==> src/rtl/window_ctrl_pkg.sv <==
// -----------------------------------------------------------------------------
// window_ctrl_pkg
//   Shared definitions for the window_buffer frame sequencer: FSM state
//   encoding, stride field width and the stride normalisation helper.
// -----------------------------------------------------------------------------
package window_ctrl_pkg;

    typedef enum logic [2:0] {
        ST_IDLE   = 3'd0,
        ST_INIT   = 3'd1,
        ST_STREAM = 3'd2,
        ST_DRAIN  = 3'd3,
        ST_DONE   = 3'd4
    } state_t;

    localparam int STRIDE_W = 4;

    // A stride of 0 has no meaning; it behaves as a stride of 1.
    function automatic logic [STRIDE_W-1:0] norm_stride(input logic [STRIDE_W-1:0] s);
        return (s == '0) ? STRIDE_W'(1) : s;
    endfunction

endpackage

==> src/rtl/window_ctrl_pos_counter.sv <==
// -----------------------------------------------------------------------------
// win_pos_counter
//   Raster position tracker for the frame sequencer. Keeps the row/col of the
//   pixel about to be accepted, plus per-axis stride phase counters, and flags
//   whether that pixel completes an in-bounds window on the stride grid.
//
//   clk, rst     clock, synchronous active-high reset
//   clear        return to (0,0) for a new frame
//   advance      a pixel is accepted this cycle; step the position
//   width/height latched frame size
//   stride       normalised stride (1..15)
//   row/col      position of the pixel currently presented
//   emit         that pixel is the bottom-right corner of an output window
//   frame_last   that pixel is the last one of the frame
// -----------------------------------------------------------------------------
module win_pos_counter
    import window_ctrl_pkg::*;
#(
    parameter int K_W = 5,
    parameter int K_H = 5,
    parameter int LW  = 10,
    parameter int LH  = 10
) (
    input  logic                clk,
    input  logic                rst,
    input  logic                clear,
    input  logic                advance,
    input  logic [LW-1:0]       width,
    input  logic [LH-1:0]       height,
    input  logic [STRIDE_W-1:0] stride,
    output logic [LH-1:0]       row,
    output logic [LW-1:0]       col,
    output logic                emit,
    output logic                frame_last
);

    localparam logic [LW-1:0] KW_M1 = LW'(K_W - 1);
    localparam logic [LH-1:0] KH_M1 = LH'(K_H - 1);

    logic [LH-1:0]       row_reg;
    logic [LW-1:0]       col_reg;
    logic [STRIDE_W-1:0] row_phase_reg;
    logic [STRIDE_W-1:0] col_phase_reg;

    logic col_last;
    logic row_last;

    // Phase holds (pos - (K-1)) mod stride once pos >= K-1. While the next
    // position is still at or below K-1 the phase is pinned to 0, so the first
    // full window always lands on phase 0.
    function automatic logic [STRIDE_W-1:0] phase_step(
        input logic                below_k,
        input logic [STRIDE_W-1:0] phase,
        input logic [STRIDE_W-1:0] s
    );
        if (below_k || (phase == STRIDE_W'(s - STRIDE_W'(1))))
            return '0;
        return phase + STRIDE_W'(1);
    endfunction

    assign col_last   = (col_reg == width - LW'(1));
    assign row_last   = (row_reg == height - LH'(1));
    assign frame_last = col_last && row_last;

    assign emit = (row_reg >= KH_M1) && (col_reg >= KW_M1) &&
                  (row_phase_reg == '0) && (col_phase_reg == '0);

    assign row = row_reg;
    assign col = col_reg;

    always_ff @(posedge clk) begin
        if (rst || clear) begin
            row_reg       <= '0;
            col_reg       <= '0;
            row_phase_reg <= '0;
            col_phase_reg <= '0;
        end else if (advance) begin
            if (col_last) begin
                col_reg       <= '0;
                col_phase_reg <= '0;
                if (row_last) begin
                    row_reg       <= '0;
                    row_phase_reg <= '0;
                end else begin
                    row_reg       <= row_reg + LH'(1);
                    row_phase_reg <= phase_step(row_reg < KH_M1, row_phase_reg, stride);
                end
            end else begin
                col_reg       <= col_reg + LW'(1);
                col_phase_reg <= phase_step(col_reg < KW_M1, col_phase_reg, stride);
            end
        end
    end

endmodule

==> src/rtl/window_ctrl.sv <==
// -----------------------------------------------------------------------------
// window_ctrl
//   Frame sequencer for a KxK sliding-window line buffer (window_buffer).
//   Latches a frame configuration, pulses the buffer initialise, forwards a
//   raster pixel stream into the buffer and marks the cycles at which the
//   buffer output holds a complete, in-bounds window on the stride grid.
//
//   clk, rst                      clock, synchronous active-high reset
//   cfg_start/width/height/stride frame configuration, latched on cfg_start
//   busy, done, cfg_err           frame status (done is a 1-cycle pulse)
//   pix_data/valid/ready          incoming pixel stream
//   wb_initialize/width/datain/datain_valid   drive the window buffer
//   win_valid/row/col             window qualifier aligned to buffer output
//   win_ready                     consumer back-pressure (gates acceptance)
// -----------------------------------------------------------------------------
module window_ctrl
    import window_ctrl_pkg::*;
#(
    parameter int C_KERNEL_WIDTH      = 5,
    parameter int C_KERNEL_HEIGHT     = 5,
    parameter int C_DATAIN_WIDTH      = 16,
    parameter int C_MAX_WINDOW_WIDTH  = 1024,
    parameter int C_MAX_WINDOW_HEIGHT = 1024,
    parameter int C_BUF_LATENCY       = 1,
    localparam int LW = $clog2(C_MAX_WINDOW_WIDTH),
    localparam int LH = $clog2(C_MAX_WINDOW_HEIGHT),
    localparam int DW = C_DATAIN_WIDTH
) (
    input  logic                clk,
    input  logic                rst,
    input  logic                cfg_start,
    input  logic [LW-1:0]       cfg_width,
    input  logic [LH-1:0]       cfg_height,
    input  logic [STRIDE_W-1:0] cfg_stride,
    output logic                busy,
    output logic                done,
    output logic                cfg_err,
    input  logic [DW-1:0]       pix_data,
    input  logic                pix_valid,
    output logic                pix_ready,
    output logic                wb_initialize,
    output logic [LW-1:0]       wb_width,
    output logic [DW-1:0]       wb_datain,
    output logic                wb_datain_valid,
    output logic                win_valid,
    output logic [LH-1:0]       win_row,
    output logic [LW-1:0]       win_col,
    input  logic                win_ready
);

    // One stage to register the pixel into the buffer, then the buffer's own
    // latency until the updated window appears at its output.
    localparam int PIPE_D  = C_BUF_LATENCY + 1;
    localparam int DRAIN_W = $clog2(C_BUF_LATENCY + 2);

    state_t state_reg, state_next;

    logic [LW-1:0]       width_reg;
    logic [LH-1:0]       height_reg;
    logic [STRIDE_W-1:0] stride_reg;
    logic                cfg_err_reg;
    logic [DRAIN_W-1:0]  drain_cnt_reg;
    logic [DW-1:0]       wb_datain_reg;
    logic                wb_datain_valid_reg;

    logic                valid_pipe_reg [PIPE_D];
    logic [LH-1:0]       row_pipe_reg   [PIPE_D];
    logic [LW-1:0]       col_pipe_reg   [PIPE_D];

    logic          start_ok;
    logic          bad_size;
    logic          accept;
    logic [LH-1:0] pos_row;
    logic [LW-1:0] pos_col;
    logic          pos_emit;
    logic          pos_last;

    assign bad_size = (cfg_width < LW'(C_KERNEL_WIDTH)) || (cfg_height < LH'(C_KERNEL_HEIGHT));
    // cfg_start is only honoured between frames.
    assign start_ok = (state_reg == ST_IDLE) && cfg_start;
    assign accept   = pix_valid && pix_ready;

    win_pos_counter #(
        .K_W (C_KERNEL_WIDTH),
        .K_H (C_KERNEL_HEIGHT),
        .LW  (LW),
        .LH  (LH)
    ) u_pos (
        .clk        (clk),
        .rst        (rst),
        .clear      (state_reg == ST_INIT),
        .advance    (accept),
        .width      (width_reg),
        .height     (height_reg),
        .stride     (stride_reg),
        .row        (pos_row),
        .col        (pos_col),
        .emit       (pos_emit),
        .frame_last (pos_last)
    );

    // ---------------- FSM ----------------
    always_ff @(posedge clk) begin
        if (rst) state_reg <= ST_IDLE;
        else     state_reg <= state_next;
    end

    always_comb begin
        state_next    = state_reg;
        busy          = 1'b0;
        done          = 1'b0;
        wb_initialize = 1'b0;
        pix_ready     = 1'b0;
        case (state_reg)
            ST_IDLE: begin
                if (cfg_start) state_next = bad_size ? ST_DONE : ST_INIT;
            end
            ST_INIT: begin
                busy          = 1'b1;
                wb_initialize = 1'b1;
                state_next    = ST_STREAM;
            end
            ST_STREAM: begin
                busy      = 1'b1;
                pix_ready = win_ready;
                if (accept && pos_last) state_next = ST_DRAIN;
            end
            ST_DRAIN: begin
                busy = 1'b1;
                if (drain_cnt_reg == DRAIN_W'(C_BUF_LATENCY)) state_next = ST_DONE;
            end
            ST_DONE: begin
                done       = 1'b1;
                state_next = ST_IDLE;
            end
            default: state_next = ST_IDLE;
        endcase
    end

    // ---------------- configuration and drain timer ----------------
    always_ff @(posedge clk) begin
        if (rst) begin
            width_reg     <= '0;
            height_reg    <= '0;
            stride_reg    <= STRIDE_W'(1);
            cfg_err_reg   <= 1'b0;
            drain_cnt_reg <= '0;
        end else begin
            if (start_ok) begin
                width_reg   <= cfg_width;
                height_reg  <= cfg_height;
                stride_reg  <= norm_stride(cfg_stride);
                cfg_err_reg <= bad_size;
            end
            if (state_reg == ST_DRAIN) drain_cnt_reg <= drain_cnt_reg + DRAIN_W'(1);
            else                       drain_cnt_reg <= '0;
        end
    end

    // ---------------- pixel forward into the buffer ----------------
    always_ff @(posedge clk) begin
        if (rst) begin
            wb_datain_reg       <= '0;
            wb_datain_valid_reg <= 1'b0;
        end else begin
            wb_datain_valid_reg <= accept;
            if (accept) wb_datain_reg <= pix_data;
        end
    end

    // ---------------- window qualifier delay line ----------------
    // Stage 0 is loaded in the same cycle the pixel enters the buffer input
    // register; the last stage lines up with the buffer's window output.
    always_ff @(posedge clk) begin
        if (rst) begin
            for (int i = 0; i < PIPE_D; i++) begin
                valid_pipe_reg[i] <= 1'b0;
                row_pipe_reg[i]   <= '0;
                col_pipe_reg[i]   <= '0;
            end
        end else begin
            valid_pipe_reg[0] <= accept && pos_emit;
            row_pipe_reg[0]   <= pos_row;
            col_pipe_reg[0]   <= pos_col;
            for (int i = 1; i < PIPE_D; i++) begin
                valid_pipe_reg[i] <= valid_pipe_reg[i-1];
                row_pipe_reg[i]   <= row_pipe_reg[i-1];
                col_pipe_reg[i]   <= col_pipe_reg[i-1];
            end
        end
    end

    assign cfg_err         = cfg_err_reg;
    assign wb_width        = width_reg;
    assign wb_datain       = wb_datain_reg;
    assign wb_datain_valid = wb_datain_valid_reg;
    assign win_valid       = valid_pipe_reg[PIPE_D-1];
    assign win_row         = row_pipe_reg[PIPE_D-1];
    assign win_col         = col_pipe_reg[PIPE_D-1];

endmodule

==> config.mk <==
export PLATFORM = sky130hd
export DESIGN_NAME = window_ctrl
export DESIGN_NICKNAME = d
export VERILOG_FILES = /design/src/rtl/window_ctrl_pkg.sv /design/src/rtl/window_ctrl_pos_counter.sv /design/src/rtl/window_ctrl.sv
export SDC_FILE = /design/constraint.sdc
export NUM_CORES = 1
export LEC_CHECK = 0
export BUFFER_PORTS_ARGS = -buffer_cell sky130_fd_sc_hd__buf_4
export CORE_MARGIN = 2
export CORE_UTILIZATION = 40
export DETAILED_ROUTE_END_ITERATION = 12
export GPL_ROUTABILITY_DRIVEN = 0
export PLACE_DENSITY = 0.62
export SYNTH_ARGS = -nofsm -noshare
export SYNTH_HDL_FRONTEND = slang
export SYNTH_SLANG_ARGS = --single-unit
==> constraint.sdc <==
create_clock -name clk -period 3.55 [get_ports clk]
set_clock_uncertainty 0.05 [all_clocks]
set_input_delay 1.065 -clock clk [delete_from_list [all_inputs] [get_ports clk]]
set_output_delay 1.065 -clock clk [all_outputs]
set_load 0.01 [all_outputs]
==> summary.txt <==
Yosys
  • Cell count after synthesis: slightly above 600
  • Share of the synthesized area in the top cell type: around 45%
  • Warnings, synthesis: 0
  • Number of distinct library cell variants in the gate-level netlist after synthesis: 57
  • Ranking of synthesized cells by area: sky130_fd_sc_hd__dfxtp_1, sky130_fd_sc_hd__nand2_1, sky130_fd_sc_hd__nor2b_1
  • Share of flip-flops with an asynchronous set or reset after synthesis: 0%
  • Number of enable flip-flop cells after synthesis: 0
  • FF+latch count, synth: ~120
  • Leading area contributor after synthesis: sky130_fd_sc_hd__dfxtp_1
  • Most used flip-flop cell after synthesis: sky130_fd_sc_hd__dfxtp_1
  • Sequential area share after synthesis: around 45%
  • Cell area after technology mapping: between 0.005 and 0.006 mm²
  • Syn Nets: ~670
  • Syn Area/Cell: approximately 8.5 µm²

Floorplanning
  • Vertical die dimension: ~120 µm
  • Overall die area: 0.0141 mm²
  • Starting Density: roughly 41%
  • Floorplan core area: between 0.01 and 0.015 mm²
  • Row cnt: 41
  • Boundary Pins: 98
  • DIE WIDTH: roughly 120 µm

Cells and area
  • Share of post-route cells with drive strength above 1: 20.1%
  • Area growth from synthesis to layout: 26.6%
  • ANT cells: 0
  • Final nets: about 750

Clock tree
  • Cell chosen for the clock root: sky130_fd_sc_hd__clkbuf_16
  • Post-cts gate resize count: 0
  • Number of levels the H-tree was split into: 4
  • Maximum buffer depth of the clock tree: 2
  • Clk sinks: ~120
  • Later-pin clock latency in the skew report: a little over 0.4 ns
  • Post-CTS setup buffers: 0
  • Hold-fix buffers at CTS: 0
  • Num CTS Buffers: 17
  • TritonCTS clock tree: yes
  • Clock transition at the registers of the reported paths: around 0.050 ns

Global routing
  • Pin count of the biggest net entering global routing: between 50 and 60
  • Wire length of the first global-routing pass: 19,500 µm
  • Number of antenna violations at the first check in global routing: 0
  • GRT Overall Usage: between 10% and 20%
  • Vias in the first global route: slightly above 4,000
  • Total grt overflow: 0

Route
  • Routed via count divided by cell count: 4.94
  • Metal2 WL: around 5200 µm
  • Routed wl met3: between 700 and 800 µm
  • Iter 0 DRT Violations: around 250
  • Overall via count from detail_route: ~4,300
  • First drt pass iteration count: 4
  • Drt drc: 0
  • Highest routing layer actually used: met4
  • Routed Wire Length: around 12,000 µm
  • Wire length on met1: 5420 µm
  • Antenna Violating Nets Remaining: 0
  • Detailed-route wire length per cell: between 10 and 15 µm

Worst setup path
  • Depth of the most critical reg-to-reg path: 9
  • Setup slack of the worst register-to-register path: approximately 0.5 ns
  • Worst Setup Path Type: flop to flop
  • Crit path max fanout: 13
  • Start of the worst register-to-register path: wb_width[0]$_SDFFE_PP0P_
  • FF-to-FF End: u_pos.row[2]$_SDFFE_PP0P_
  • Critical-path cell list: inv_1 > ha_1 > nor2b_1 > a221o_1 > o311ai_1 > o22ai_1 > or3_4 > or4b_1 > a21oi_1
  • Slowest library cell on the worst path: sky130_fd_sc_hd__or3_4
  • CP endpoint: u_pos.row[2]$_SDFFE_PP0P_
  • Largest incremental delay on the critical path: 0.53 ns
  • Kind of start point of the critical path: flop
  • Timing startpoint of the critical path: wb_width[0]$_SDFFE_PP0P_
  • CP arrival: 3.35 ns
  • Worst EP required: 3.84 ns
  • Critical Path End Type: flop

Timing
  • Sum Neg Setup Slack: 0 ns
  • Number of hold-slack violations in the final timing report: 0
  • Maximum achievable frequency: between 0.3 and 0.4 GHz
  • Transition time of the tightest slew-check pin: about 1.1 ns
  • Headroom to the max-slew limit: 24.4%
  • Post-route minimum period: approximately 3.1 ns
  • Final-layout worst hold slack: 0.377 ns
  • Setup repair after global routing missed its margin: no
  • Final setup violating endpoints: 0
  • Max-slew violation count: 0
  • Part of the cycle the worst path needs: around 86%

Placement
  • Dpl hpwl: ~8400 µm
  • Port buffer count: 97

Status
  • Result of the run: finished clean

Pwr
  • Maximum resistive drop on vdd: 403 µV
  • Static power due to leakage: around 2.7 nW
  • Power density normalized to cell area: ~540 mW/mm²

Job
  • Maxcap violations: 0

Hold path
  • Class of the tightest hold or removal check: flop to flop
[cell usage in the layout, fill, tap and decap left out, types with 4 or more instances in the layout]
| cell | netlist | routed |
|---|---|---|
| sky130_fd_sc_hd__a21oi_1 | 46 | 46 |
| sky130_fd_sc_hd__buf_4 | 21 | 104 |
| sky130_fd_sc_hd__bufinv_16 | 0 | 6 |
| sky130_fd_sc_hd__clkbuf_1 | 29 | 4 |
| sky130_fd_sc_hd__clkbuf_16 | 0 | 17 |
| sky130_fd_sc_hd__dfxtp_1 | 117 | 117 |
| sky130_fd_sc_hd__ha_1 | 12 | 12 |
| sky130_fd_sc_hd__inv_1 | 18 | 18 |
| sky130_fd_sc_hd__nand2_1 | 98 | 98 |
| sky130_fd_sc_hd__nand3_1 | 12 | 12 |
| sky130_fd_sc_hd__nand4_1 | 7 | 7 |
| sky130_fd_sc_hd__nor2_1 | 44 | 44 |
| sky130_fd_sc_hd__nor2b_1 | 41 | 41 |
| sky130_fd_sc_hd__nor3_1 | 15 | 15 |
| sky130_fd_sc_hd__nor3b_1 | 4 | 4 |
| sky130_fd_sc_hd__nor4_1 | 11 | 11 |
| sky130_fd_sc_hd__nor4b_1 | 5 | 4 |
| sky130_fd_sc_hd__o21a_1 | 4 | 4 |
| sky130_fd_sc_hd__o21ai_0 | 11 | 11 |
| sky130_fd_sc_hd__or3_1 | 5 | 5 |
| sky130_fd_sc_hd__or4_1 | 6 | 6 |
| sky130_fd_sc_hd__xnor2_1 | 19 | 19 |
| sky130_fd_sc_hd__xor2_1 | 27 | 27 |
[per-layer routing]
layer | global-route usage [%] | up-vias
met5 | 0 | -
met4 | 8.18 | 0
met3 | 5.45 | 21
met2 | 25.6 | 131
met1 | 22.4 | 1932
li1 | - | 2225
[per-stage QoR]
stage	std cells	power [mW]	worst slack, ns	instance area [µm²]	util [%]
finish	873	3.61	0.490	6650	52.3
global route	873	3.76	0.236	6650	52.3
CTS	873	3.65	0.499	6650	52.3
detailed placement	841	1.72	0.532	5990	47.1
global placement	841	1.71	0.646	5990	47.1
floorplan	616	1.60	0.743	5260	-
[cell usage after synthesis (3+ instances only)]
library cell               number
sky130_fd_sc_hd__or4_1          6
sky130_fd_sc_hd__or3_1          5
sky130_fd_sc_hd__o21ai_0       11
sky130_fd_sc_hd__a21oi_1       46
sky130_fd_sc_hd__xor2_1        27
sky130_fd_sc_hd__inv_1         18
sky130_fd_sc_hd__a21o_1         3
sky130_fd_sc_hd__nand3b_1       3
sky130_fd_sc_hd__nand3_1       12
sky130_fd_sc_hd__and3_1         3
sky130_fd_sc_hd__dfxtp_1      117
sky130_fd_sc_hd__or2_1          3
sky130_fd_sc_hd__nor2_1        44
sky130_fd_sc_hd__ha_1          12
sky130_fd_sc_hd__clkbuf_1      29
sky130_fd_sc_hd__a31oi_1        3
sky130_fd_sc_hd__nor3_1        15
sky130_fd_sc_hd__nor2b_1       41
sky130_fd_sc_hd__nor4b_1        5
sky130_fd_sc_hd__nor3b_1        4
sky130_fd_sc_hd__o21a_1         4
sky130_fd_sc_hd__nor4_1        11
sky130_fd_sc_hd__and2_1         3
sky130_fd_sc_hd__buf_4         21
sky130_fd_sc_hd__xnor2_1       19
sky130_fd_sc_hd__nand4_1        7
sky130_fd_sc_hd__nand4b_1       3
sky130_fd_sc_hd__and4_1         3
sky130_fd_sc_hd__nand2_1       98
[kinds of logic after synthesis]
kind of cell               synth area share [%]
DFF                                        44.6
and+or+nand+nor                            26.8
AOI/OAI and AO/OA                          11.5
xor gates and xnor gates                   7.66
buffers and inverters                      6.43
adders and majority gates                  2.86
muxes                                     0.214
[final cells by class]
| cell class | instances | area (µm²) |
|---|---|---|
| Fill cell | 1199 | 6070 |
| Sequential cell | 117 | 2340 |
| Clock inverter | 9 | 198 |
| Timing Repair Buffer | 104 | 781 |
| Inverter | 18 | 67.6 |
| Tap cell | 172 | 215 |
| Clock buffer | 23 | 468 |
| Multi-Input combinational cell | 430 | 2580 |
[critical path, delay by kind of cell (launching register included)]
kind,cells,cell delay [ns]
buffers and inverters,1,0.07
adders and majority gates,1,0.26
AOI/OAI and AO/OA,4,1.01
and+or+nand+nor,3,1.18
DFF,1,0.43
[report_power, final]
group	internal [mW]	switching, mW	total [mW]	leakage, nW
Combinational	0.146	0.174	0.321	1.43
Sequential	1.34	0.0348	1.38	0.947
Clock	1.35	0.567	1.92	0.321
[worst min path at each step]
stage | depth (start not counted) | startpoint | slack [ns] | end
2_1_floorplan | 1 | drain_cnt_reg[0]$_SDFF_PP0_ | 0.36 | drain_cnt_reg[0]$_SDFF_PP0_
3_3_place_gp | 1 | drain_cnt_reg[0]$_SDFF_PP0_ | 0.36 | drain_cnt_reg[0]$_SDFF_PP0_
3_5_place_dp | 1 | col_pipe_reg[0][3]$_SDFF_PP0_ | 0.37 | col_pipe_reg[0][13]$_SDFF_PP0_
4_1_cts | 1 | drain_cnt_reg[0]$_SDFF_PP0_ | 0.38 | drain_cnt_reg[0]$_SDFF_PP0_
5_1_grt | 1 | col_pipe_reg[0][2]$_SDFF_PP0_ | 0.40 | col_pipe_reg[0][12]$_SDFF_PP0_
6_report | 1 | drain_cnt_reg[0]$_SDFF_PP0_ | 0.38 | drain_cnt_reg[0]$_SDFF_PP0_
Note: power is estimated with default switching activity, not from simulation.
